**config.mk**
```make
export PLATFORM = sky130hd
export DESIGN_NAME = id_decode_stage_flat
export DESIGN_NICKNAME = d
export VERILOG_FILES = /design/src/rtl/id_decode_stage_if.sv /design/src/rtl/id_decode_stage.sv /design/src/flat_wrapper.sv
export SDC_FILE = /design/constraint.sdc
export NUM_CORES = 1
export LEC_CHECK = 0
export BUFFER_PORTS_ARGS = -buffer_cell sky130_fd_sc_hd__buf_2
export CORE_MARGIN = 8
export CORE_UTILIZATION = 40
export DETAILED_ROUTE_END_ITERATION = 10
export SLEW_MARGIN = 20
export SYNTH_ARGS = -nofsm -noshare
export SYNTH_HDL_FRONTEND = slang
export SYNTH_SLANG_ARGS = --single-unit
```
**constraint.sdc**
```tcl
create_clock -name clk -period 1.8 [get_ports clk]
set_input_delay 0.36 -clock clk [delete_from_list [all_inputs] [get_ports clk]]
set_output_delay 0.36 -clock clk [all_outputs]
set_load 0.01 [all_outputs]
```
**src/rtl/id_decode_stage_if.sv**
```systemverilog
// Handshake bundle for the ID stage: instruction in, decoded entry out.
// The master side drives the instruction and downstream ready; the slave side is the stage.
interface id_decode_stage_if #(
    parameter int IW = 19,
    parameter int DW = 16
);
    logic          in_valid;
    logic          in_ready;
    logic [IW-1:0] ir_in;
    logic          out_valid;
    logic          out_ready;
    logic [15:0]   ctrl_out;
    logic [3:0]    func_out;
    logic [DW-1:0] imm_out;
    logic          illegal_out;

    modport master (
        output in_valid, ir_in, out_ready,
        input  in_ready, out_valid, ctrl_out, func_out, imm_out, illegal_out
    );

    modport slave (
        input  in_valid, ir_in, out_ready,
        output in_ready, out_valid, ctrl_out, func_out, imm_out, illegal_out
    );
endinterface

```
**src/rtl/id_decode_stage.sv**
```systemverilog
// Registered decode stage for the 19-bit ISA with a one-entry ID/EX register.
// Optional macro ID_DECODE_PERF_EN adds accept and stall counters.
module id_decode_stage #(
    parameter int IW     = 19,
    parameter int DW     = 16,
    parameter int MC_LAT = 4
) (
    input  logic        clk,
    input  logic        rst,
    input  logic        flush,
`ifdef ID_DECODE_PERF_EN
    output logic [31:0] perf_instr_cnt,
    output logic [31:0] perf_stall_cnt,
`endif
    id_decode_stage_if.slave bus
);
    typedef enum logic [1:0] {
        S_EMPTY,
        S_FULL,
        S_MC_WAIT
    } state_t;

    localparam logic [3:0] MC_INIT = (MC_LAT > 1) ? 4'(MC_LAT - 2) : 4'd0;

    localparam int C_RD1  = 0;
    localparam int C_RD2  = 1;
    localparam int C_WR   = 2;
    localparam int C_SIN  = 3;
    localparam int C_SOUT = 4;
    localparam int C_RT   = 9;
    localparam int C_IT   = 10;
    localparam int C_BEQ  = 11;
    localparam int C_BNE  = 12;
    localparam int C_JT   = 13;
    localparam int C_PS   = 14;
    localparam int C_MW   = 15;

    state_t        r_state;
    logic [3:0]    r_cnt;
    logic [15:0]   r_ctrl;
    logic [3:0]    r_func;
    logic [DW-1:0] r_imm;
    logic          r_illegal;

    logic [2:0]    w_op;
    logic [3:0]    w_func;
    logic [15:0]   w_ctrl;
    logic [13:0]   w_imm;
    logic          w_illegal;
    logic          w_mc;
    logic          w_in_ready;
    logic          w_accept;

    assign w_op   = bus.ir_in[IW-1:IW-3];
    assign w_func = bus.ir_in[3:0];

    always_comb begin
        w_ctrl    = '0;
        w_imm     = '0;
        w_illegal = 1'b0;
        w_mc      = 1'b0;
        case (w_op)
            3'b000: begin
                w_ctrl[C_RT]  = 1'b1;
                w_ctrl[C_WR]  = 1'b1;
                w_ctrl[C_RD1] = 1'b1;
                w_ctrl[C_RD2] = 1'b1;
                w_ctrl[6:5]   = 2'b01;
                w_ctrl[8:7]   = 2'b01;
                if (w_func == 4'd4 || w_func == 4'd5) begin
                    w_ctrl[C_RD2] = 1'b0;
                    w_ctrl[8:7]   = 2'b10;
                end else if (w_func == 4'd9) begin
                    w_ctrl[C_RD2] = 1'b0;
                    w_ctrl[8:7]   = 2'b00;
                end else if (w_func >= 4'd10 && w_func <= 4'd12) begin
                    // FFT/ENC/DEC run in the multi-cycle unit
                    w_ctrl[C_RD1] = 1'b0;
                    w_ctrl[6:5]   = 2'b00;
                    w_mc          = 1'b1;
                end
            end
            3'b001: begin
                w_ctrl[C_IT] = 1'b1;
                if (bus.ir_in[0]) begin
                    w_ctrl[C_RD1] = 1'b1;
                    w_ctrl[C_MW]  = 1'b1;
                    w_imm = {6'b0, bus.ir_in[15:12], bus.ir_in[7:4]};
                end else begin
                    w_ctrl[C_WR] = 1'b1;
                    w_imm = {6'b0, bus.ir_in[15:8]};
                end
            end
            3'b010, 3'b011: begin
                w_ctrl[C_BEQ] = (w_op == 3'b010);
                w_ctrl[C_BNE] = (w_op == 3'b011);
                w_ctrl[C_RD1] = 1'b1;
                w_ctrl[C_RD2] = 1'b1;
                w_ctrl[6:5]   = 2'b01;
                w_ctrl[8:7]   = 2'b01;
                w_imm = {6'b0, bus.ir_in[7:0]};
            end
            3'b100: begin
                w_ctrl[C_JT] = 1'b1;
                w_imm = bus.ir_in[15:2];
                if (bus.ir_in[1:0] == 2'b01) begin
                    w_ctrl[6:5]   = 2'b10;
                    w_ctrl[8:7]   = 2'b11;
                    w_ctrl[C_SIN] = 1'b1;
                end else if (bus.ir_in[1:0] == 2'b10) begin
                    w_ctrl[C_SOUT] = 1'b1;
                end
            end
            3'b101: begin
                w_ctrl[C_PS]  = 1'b1;
                w_ctrl[C_RD1] = 1'b1;
                w_ctrl[C_RD2] = 1'b1;
                w_ctrl[6:5]   = 2'b01;
                w_ctrl[8:7]   = 2'b01;
            end
            default: w_illegal = 1'b1;
        endcase
    end

    assign w_in_ready = !rst && !flush &&
                        (r_state == S_EMPTY ||
                         (r_state == S_FULL && bus.out_ready));
    assign w_accept   = bus.in_valid && w_in_ready;

    always_ff @(posedge clk) begin
        if (rst) begin
            r_state   <= S_EMPTY;
            r_cnt     <= '0;
            r_ctrl    <= '0;
            r_func    <= '0;
            r_imm     <= '0;
            r_illegal <= 1'b0;
        end else if (flush) begin
            r_state <= S_EMPTY;
            r_cnt   <= '0;
        end else if (w_accept) begin
            r_ctrl    <= w_ctrl;
            r_func    <= w_func;
            r_imm     <= DW'(w_imm);
            r_illegal <= w_illegal;
            if (w_mc && MC_LAT > 1) begin
                r_state <= S_MC_WAIT;
                r_cnt   <= MC_INIT;
            end else begin
                r_state <= S_FULL;
            end
        end else begin
            unique case (r_state)
                S_FULL: begin
                    if (bus.out_ready) r_state <= S_EMPTY;
                end
                S_MC_WAIT: begin
                    if (r_cnt == 4'd0) r_state <= S_FULL;
                    else               r_cnt   <= r_cnt - 4'd1;
                end
                default: r_state <= S_EMPTY;
            endcase
        end
    end

    assign bus.in_ready    = w_in_ready;
    assign bus.out_valid   = (r_state == S_FULL);
    assign bus.ctrl_out    = r_ctrl;
    assign bus.func_out    = r_func;
    assign bus.imm_out     = r_imm;
    assign bus.illegal_out = r_illegal;

`ifdef ID_DECODE_PERF_EN
    logic [31:0] r_perf_instr;
    logic [31:0] r_perf_stall;
    logic        w_stall;

    assign w_stall = (r_state == S_FULL && !bus.out_ready) ||
                     (r_state == S_MC_WAIT);

    always_ff @(posedge clk) begin
        if (rst) begin
            r_perf_instr <= '0;
            r_perf_stall <= '0;
        end else begin
            if (w_accept) r_perf_instr <= r_perf_instr + 32'd1;
            if (w_stall)  r_perf_stall <= r_perf_stall + 32'd1;
        end
    end

    assign perf_instr_cnt = r_perf_instr;
    assign perf_stall_cnt = r_perf_stall;
`endif
endmodule

```
**src/flat_wrapper.sv**
```systemverilog
// flat-port wrapper written by rule: the top's interface ports become plain ports
module id_decode_stage_flat 
#(
    parameter int IW     = 19,
    parameter int DW     = 16,
    parameter int MC_LAT = 4
)
  (clk, rst, flush, bus_in_valid, bus_ir_in, bus_out_ready, bus_in_ready, bus_out_valid, bus_ctrl_out, bus_func_out, bus_imm_out, bus_illegal_out);
  id_decode_stage_if #(.IW(IW), .DW(DW)) bus_i ();
  input  logic clk;
  input  logic rst;
  input  logic flush;
  input wire logic [$bits(bus_i.in_valid)-1:0] bus_in_valid;
  input wire logic [$bits(bus_i.ir_in)-1:0] bus_ir_in;
  input wire logic [$bits(bus_i.out_ready)-1:0] bus_out_ready;
  output wire logic [$bits(bus_i.in_ready)-1:0] bus_in_ready;
  output wire logic [$bits(bus_i.out_valid)-1:0] bus_out_valid;
  output wire logic [$bits(bus_i.ctrl_out)-1:0] bus_ctrl_out;
  output wire logic [$bits(bus_i.func_out)-1:0] bus_func_out;
  output wire logic [$bits(bus_i.imm_out)-1:0] bus_imm_out;
  output wire logic [$bits(bus_i.illegal_out)-1:0] bus_illegal_out;
  assign bus_i.in_valid = bus_in_valid;
  assign bus_i.ir_in = bus_ir_in;
  assign bus_i.out_ready = bus_out_ready;
  assign bus_in_ready = bus_i.in_ready;
  assign bus_out_valid = bus_i.out_valid;
  assign bus_ctrl_out = bus_i.ctrl_out;
  assign bus_func_out = bus_i.func_out;
  assign bus_imm_out = bus_i.imm_out;
  assign bus_illegal_out = bus_i.illegal_out;
  id_decode_stage #(.IW(IW), .DW(DW), .MC_LAT(MC_LAT)) u_core (.clk(clk), .rst(rst), .flush(flush), .bus(bus_i));
endmodule
```
Word-level counts from Yosys, hierarchy flattened
Index checks and enable logic that the tools add are counted.
- bits in registers: 41
- logic and storage cells: 89
- add/subtract/negate cells: 1
- $lt $le $gt $ge: 2
- equality and inequality tests: 16
- mux-type cells: 43
- bitwise logic cells: 1
- reduce and logical (&&, ||, !) cells: 20
- operators by type and width (cell ; count):
    one-hot mux 14 bit (3 select lines) ; 1
    two-way mux 4 bit ; 6
    two-way mux 1 bit ; 22
    two-way mux 2 bit ; 9
    one-hot mux 4 bit (3 select lines) ; 1
    equality test 4 x 3 -> 1 bit (second input constant) ; 2
    equality test 3 x 2 -> 1 bit (second input constant) ; 2
    equality test 3 bit (second input constant) ; 2
    OR reduction 6 bit ; 1
    logical AND 1 bit ; 5
    equality test 2 x 1 -> 1 bit (second input constant) ; 2
    equality test 2 bit (second input constant) ; 2
    equality test 4 bit (second input constant) ; 1
    >= comparator 4 bit (second input constant) ; 1
    less-or-equal comparator 4 bit (second input constant) ; 1
    logical NOT 4 bit ; 1
    inequality test 2 x 1 -> 1 bit (second input constant) ; 2
    one-hot mux 1 bit (2 select lines) ; 2
    one-hot mux 2 bit (2 select lines) ; 1
    AND reduction 2 bit ; 2
    OR reduction 2 bit ; 2
    subtractor 4 x 1 -> 4 bit (second input constant) ; 1
    equality test 3 x 1 -> 1 bit (second input constant) ; 1
    logical NOT 3 bit ; 1
    10 further kinds ; 12

Longest topological paths before layout
- depth after elaboration: 8
- depth in mapped cells: 6

Least setup slack after synthesis
OpenSTA, ideal clock, no wires.
- path kind: input -> register
- from: input rst
- to: register u_core.r_ctrl[7], in the netlist u_core.bus.ctrl_out[7]
- library setup time: 0.134 ns
- arrival: 1.375 ns
- required time: 1.666 ns
- slack: 0.292 ns
- cell stages on the path: 5
- buffers on the path: 1
- cell sequence: buf_2 nor2_1 nand3_1 nor4_1 a211oi_1
- longest elaborated chain between the ends: 5
- RTL lines (what ; line ; RTL):
    from (decl) ; flat_wrapper.sv:11 ; input logic rst;
    logical NOT 1 bit ; id_decode_stage.sv:125 ; assign w_in_ready = !rst && !flush &&
    logical AND 1 bit (2 in a row) ; id_decode_stage.sv:125 ;
    logical AND 1 bit ; id_decode_stage.sv:128 ; assign w_accept = bus.in_valid && w_in_ready;
    AND reduction 2 bit (no line) ; n/a ;
    to (signal assigned) ; id_decode_stage.sv:142 ; r_ctrl <= w_ctrl;
    to (decl) ; id_decode_stage.sv:40 ; logic [15:0] r_ctrl;
Several ways; a longest one is shown, not always the timed one.
A chain may end at the register's enable or synchronous reset.

Final worst setup path
- from: register u_core.r_state[0]
- to: output bus_in_ready
- longest elaborated chain between the ends: 4
- RTL lines (what ; line ; RTL):
    from (decl) ; id_decode_stage.sv:38 ; state_t r_state;
    from (signal assigned) ; id_decode_stage.sv:132 ; r_state <= S_EMPTY;
    from (signal assigned) ; id_decode_stage.sv:139 ; r_state <= S_EMPTY;
    from (signal assigned) ; id_decode_stage.sv:147 ; r_state <= S_MC_WAIT;
    equality test 2 x 1 -> 1 bit ; id_decode_stage.sv:127 ; (r_state == S_FULL && bus.out_ready));
    logical AND 1 bit ; id_decode_stage.sv:127 ;
    logical OR 1 bit (*) ; id_decode_stage.sv:126 ; (r_state == S_EMPTY ||
    logical AND 1 bit (*) ; id_decode_stage.sv:125 ;
    to (decl) ; flat_wrapper.sv:16 ; output wire logic [$bits(bus_i.in_ready)-1:0] bus_in_ready;
Every way passes the cells marked *; elsewhere a longest branch is shown, timed or not.

==> flow_metrics.tcl <==
set metrics [dict create \
    status "completed" \
    n_fill_cell 517 \
    yosysWarnings 0 \
    reg2regPathDepth 5 \
    finalNetCount 344 \
    cell_row_count 26 \
    core-area_sq_um 4977 \
    hold_path_cells 3 \
    cap_viol_max_count 0 \
    finalWirelength_um 5920 \
    worstPathRequired_ns 1.44 \
    grt_pass1_vias 1987 \
    cts-buffers-inserted 5 \
    initial_antenna_violation_count 0 \
    dieHeight_um 87.08 \
    drt_pre_antenna_iters 4 \
    timing.final.hold_violations 0 \
    max-vdd-ir-drop_mv 0.3894 \
    start_util 0.4060 \
    drt-wirelength-per-cell_um 15.22 \
    layout_overhead_on_the_synthesized_area_pct 26.75 \
    cell_count_after_placement 382 \
    final-instance-count-excl-fill 389 \
    worst-endpoint-arrival_ns 1.23 \
    synthesis.instances 252 \
    grt.total_usage 0.1584 \
    synth-seq-cells 41 \
    post-route-drc-count 0 \
    first_drt_iteration_drcs 158 \
    r2r-end "u_core.r_cnt[1]" \
    holdPathEnd "u_core.bus.imm_out[11]" \
    cts-root-buf "clkbuf_8" \
    detailed_place_hpwl_um 4536 \
    grt_overflow_total 0 \
    antenna_violating_nets_post_route 0 \
    worstMarginPinSlew_ns 0.5301 \
    chipWidth_um 87.08 \
    async_flop_share 0 \
    vias 2020 \
    power-per-cell-area_nw_per_um2 743.5 \
    maxClockFrequency_ghz 0.6276 \
    ctsLongestPathBuffers 2 \
    type_of_the_worst_min_delay_path "in -> reg" \
    clk_pin_slew_ns 0.07 \
    finalSetupViolations 0 \
    place.port_buffers 60 \
    setup.reg_to_reg.worst_slack_ns 0.22 \
    seq_area_frac_synth 0.4062 \
    gpl.final_weighted_congestion 0.8999 \
    global_route_wire_length_before_repair_um 9591 \
    worst_clock_skew_ns 0.004478 \
    final_period_minus_worst_setup_slack_ns 1.593 \
    startpoint_type "flip-flop" \
    route.detailed.vias_per_inst 5.193 \
    critical_path_class "reg -> out" \
    synth_area_per_cell_sq_um 8.019 \
    tritoncts_num_sinks 41 \
    cts_setup_buffers 0 \
    worst_hold_startpoint "bus_ir_in[13]" \
    tritoncts "yes" \
    clock_tree.htree_level_count 2 \
    grt_setup_unrepaired "no" \
    io_pins 63 \
    worst_slew_margin 0.6458 \
    setup-tns-final_ns 0 \
    maximum_number_of_pins_on_one_net_before_global_route_repair 36 \
    ys_dominant_reg_cell "dfxtp_1" \
    cts.hold.buffers_added 0 \
    worst_skew_pair.late_latency_ns 0.29 \
    critical_path_peak_fanout 5 \
    synth_edf_count 0 \
    min_period_over_period 0.8852 \
    r2r_start "u_core.r_cnt[0]" \
    static-leakage-power_uw 0.001091 \
    fraction_of_layout_cells_with_a_size_suffix_above_1 0.2853 \
    crit_path_end_kind "primary output" \
    timing_max_transition_violations_final 0 \
    dieArea_sq_um 7582 \
    num_antenna_cells 0 \
    yosysUniqueCellTypes 43 \
    cts_repair_resize_count 0 \
    syn_area_sq_um 2021 \
]
-- metrics by stage --
step	instance area [sq um]	power [uW]	hold slack (ns)	utilization	worst slack [ns]
after CTS	2561	1921	0.3359	0.5146	0.1862
after global routing	2561	1987	0.3400	0.5146	0.1221
final	2561	1904	0.3366	0.5146	0.2066
after detailed placement	2457	1210	0.4419	0.4937	0.04781
after global placement	2457	1209	0.4404	0.4937	0.1023
after floorplan	2024	1101	0.4714	-	0.2916
-- Yosys cell counts (2+ instances only) --
library cell	n	area, sq um
nand2b_1	4	25.02
o21ai_0	5	25.02
nor3_4	2	32.53
mux2i_1	3	30.03
dfxtp_1	41	820.8
o21ai_1	8	40.04
a211oi_1	2	15.01
and3_1	5	31.28
xor2_1	2	17.52
buf_2	6	30.03
nor4_1	2	12.51
clkbuf_1	10	37.54
nand4b_1	2	17.52
nand2_1	35	131.4
nor2b_1	9	56.30
nor3_1	6	30.03
buf_4	2	15.01
or3b_2	2	17.52
nand3_1	13	65.06
nand3b_1	5	37.54
a21oi_1	36	180.2
nor3b_1	2	15.01
nor2_1	18	67.56
inv_1	5	18.77
and2_1	3	18.77
a32o_1	7	70.07
-- logic make-up after synthesis --
| group | Yosys count | synth area share |
|---|---|---|
| compound gates | 66 | 0.2056 |
| xor+xnor | 3 | 0.01301 |
| fa+ha+maj | 1 | 0.006191 |
| buf+inv | 23 | 0.05016 |
| flops | 41 | 0.4062 |
| mux | 3 | 0.01486 |
| other cells | 1 | 0.001856 |
| simple gates | 114 | 0.3022 |
-- worst max path at each step --
| stage | start | slack [ns] | cells past startpoint | end |
|---|---|---|---|---|
| 6_report | u_core.r_state[0] | 0.21 | 3 | bus_in_ready |
| 5_1_grt | u_core.r_cnt[0] | 0.12 | 6 | u_core.r_cnt[1] |
| 4_1_cts | u_core.r_state[0] | 0.19 | 3 | bus_in_ready |
| 3_5_place_dp | bus_ir_in[18] | 0.05 | 6 | u_core.bus.imm_out[2] |
| 3_3_place_gp | bus_ir_in[18] | 0.10 | 6 | u_core.bus.imm_out[5] |
| 2_1_floorplan | rst | 0.29 | 5 | u_core.bus.ctrl_out[7] |
-- area by class of cell --
cell class / count / area [sq um] / share of cell area
multi-input combinational: 189 / 1102 / 0.4304
clock inverter: 2 / 35.03 / 0.01368
timing repair buffer: 77 / 427.9 / 0.1671
inverter: 5 / 18.77 / 0.007328
tap: 70 / 87.58 / 0.03420
clock buffer: 5 / 68.82 / 0.02687
sequential: 41 / 820.8 / 0.3205
-- per-layer routing --
metal  wire length, um  vias to the layer above  global-route usage
met2              2709                       66              0.2595
met4                72                        0             0.05164
met1              2749                      932              0.1946
met3               389                        6             0.04340
met5                 0                        -                   0
li1                  -                     1016                   -
-- flip-flops by register name, summed over array words and instances (netlist names) --
| register | flops |
|---|---|
| u_core.r_cnt | 4 |
| u_core.bus.imm_out | 14 |
| u_core.r_state | 2 |
| u_core.bus.illegal_out | 1 |
| u_core.bus.ctrl_out | 16 |
| u_core.bus.func_out | 4 |
-- worst max-delay path, stage by stage, from the launching register on --
cell and delay [ns]:
dfxtp_1 0.35, and2b_1 0.24, nor3_1 0.19, buf_2 0.16
-- where the power goes --
part	switching, uW	internal, uW
Clock	312	403
Combinational	154	104
Sequential	8.89	922
Total	475	1430
-- cell usage in the layout (no fill, tap or decap), drive strengths merged, types with 7 or more instances in the layout --
master | synthesis | final
buf | 8 | 77
dfxtp | 41 | 41
a21oi | 36 | 36
nand2 | 35 | 35
nor2 | 18 | 18
nand3 | 13 | 13
o21ai | 13 | 13
nor2b | 9 | 9
nor3 | 8 | 8
a32o | 7 | 7
Power figures use the tool's default switching activity.
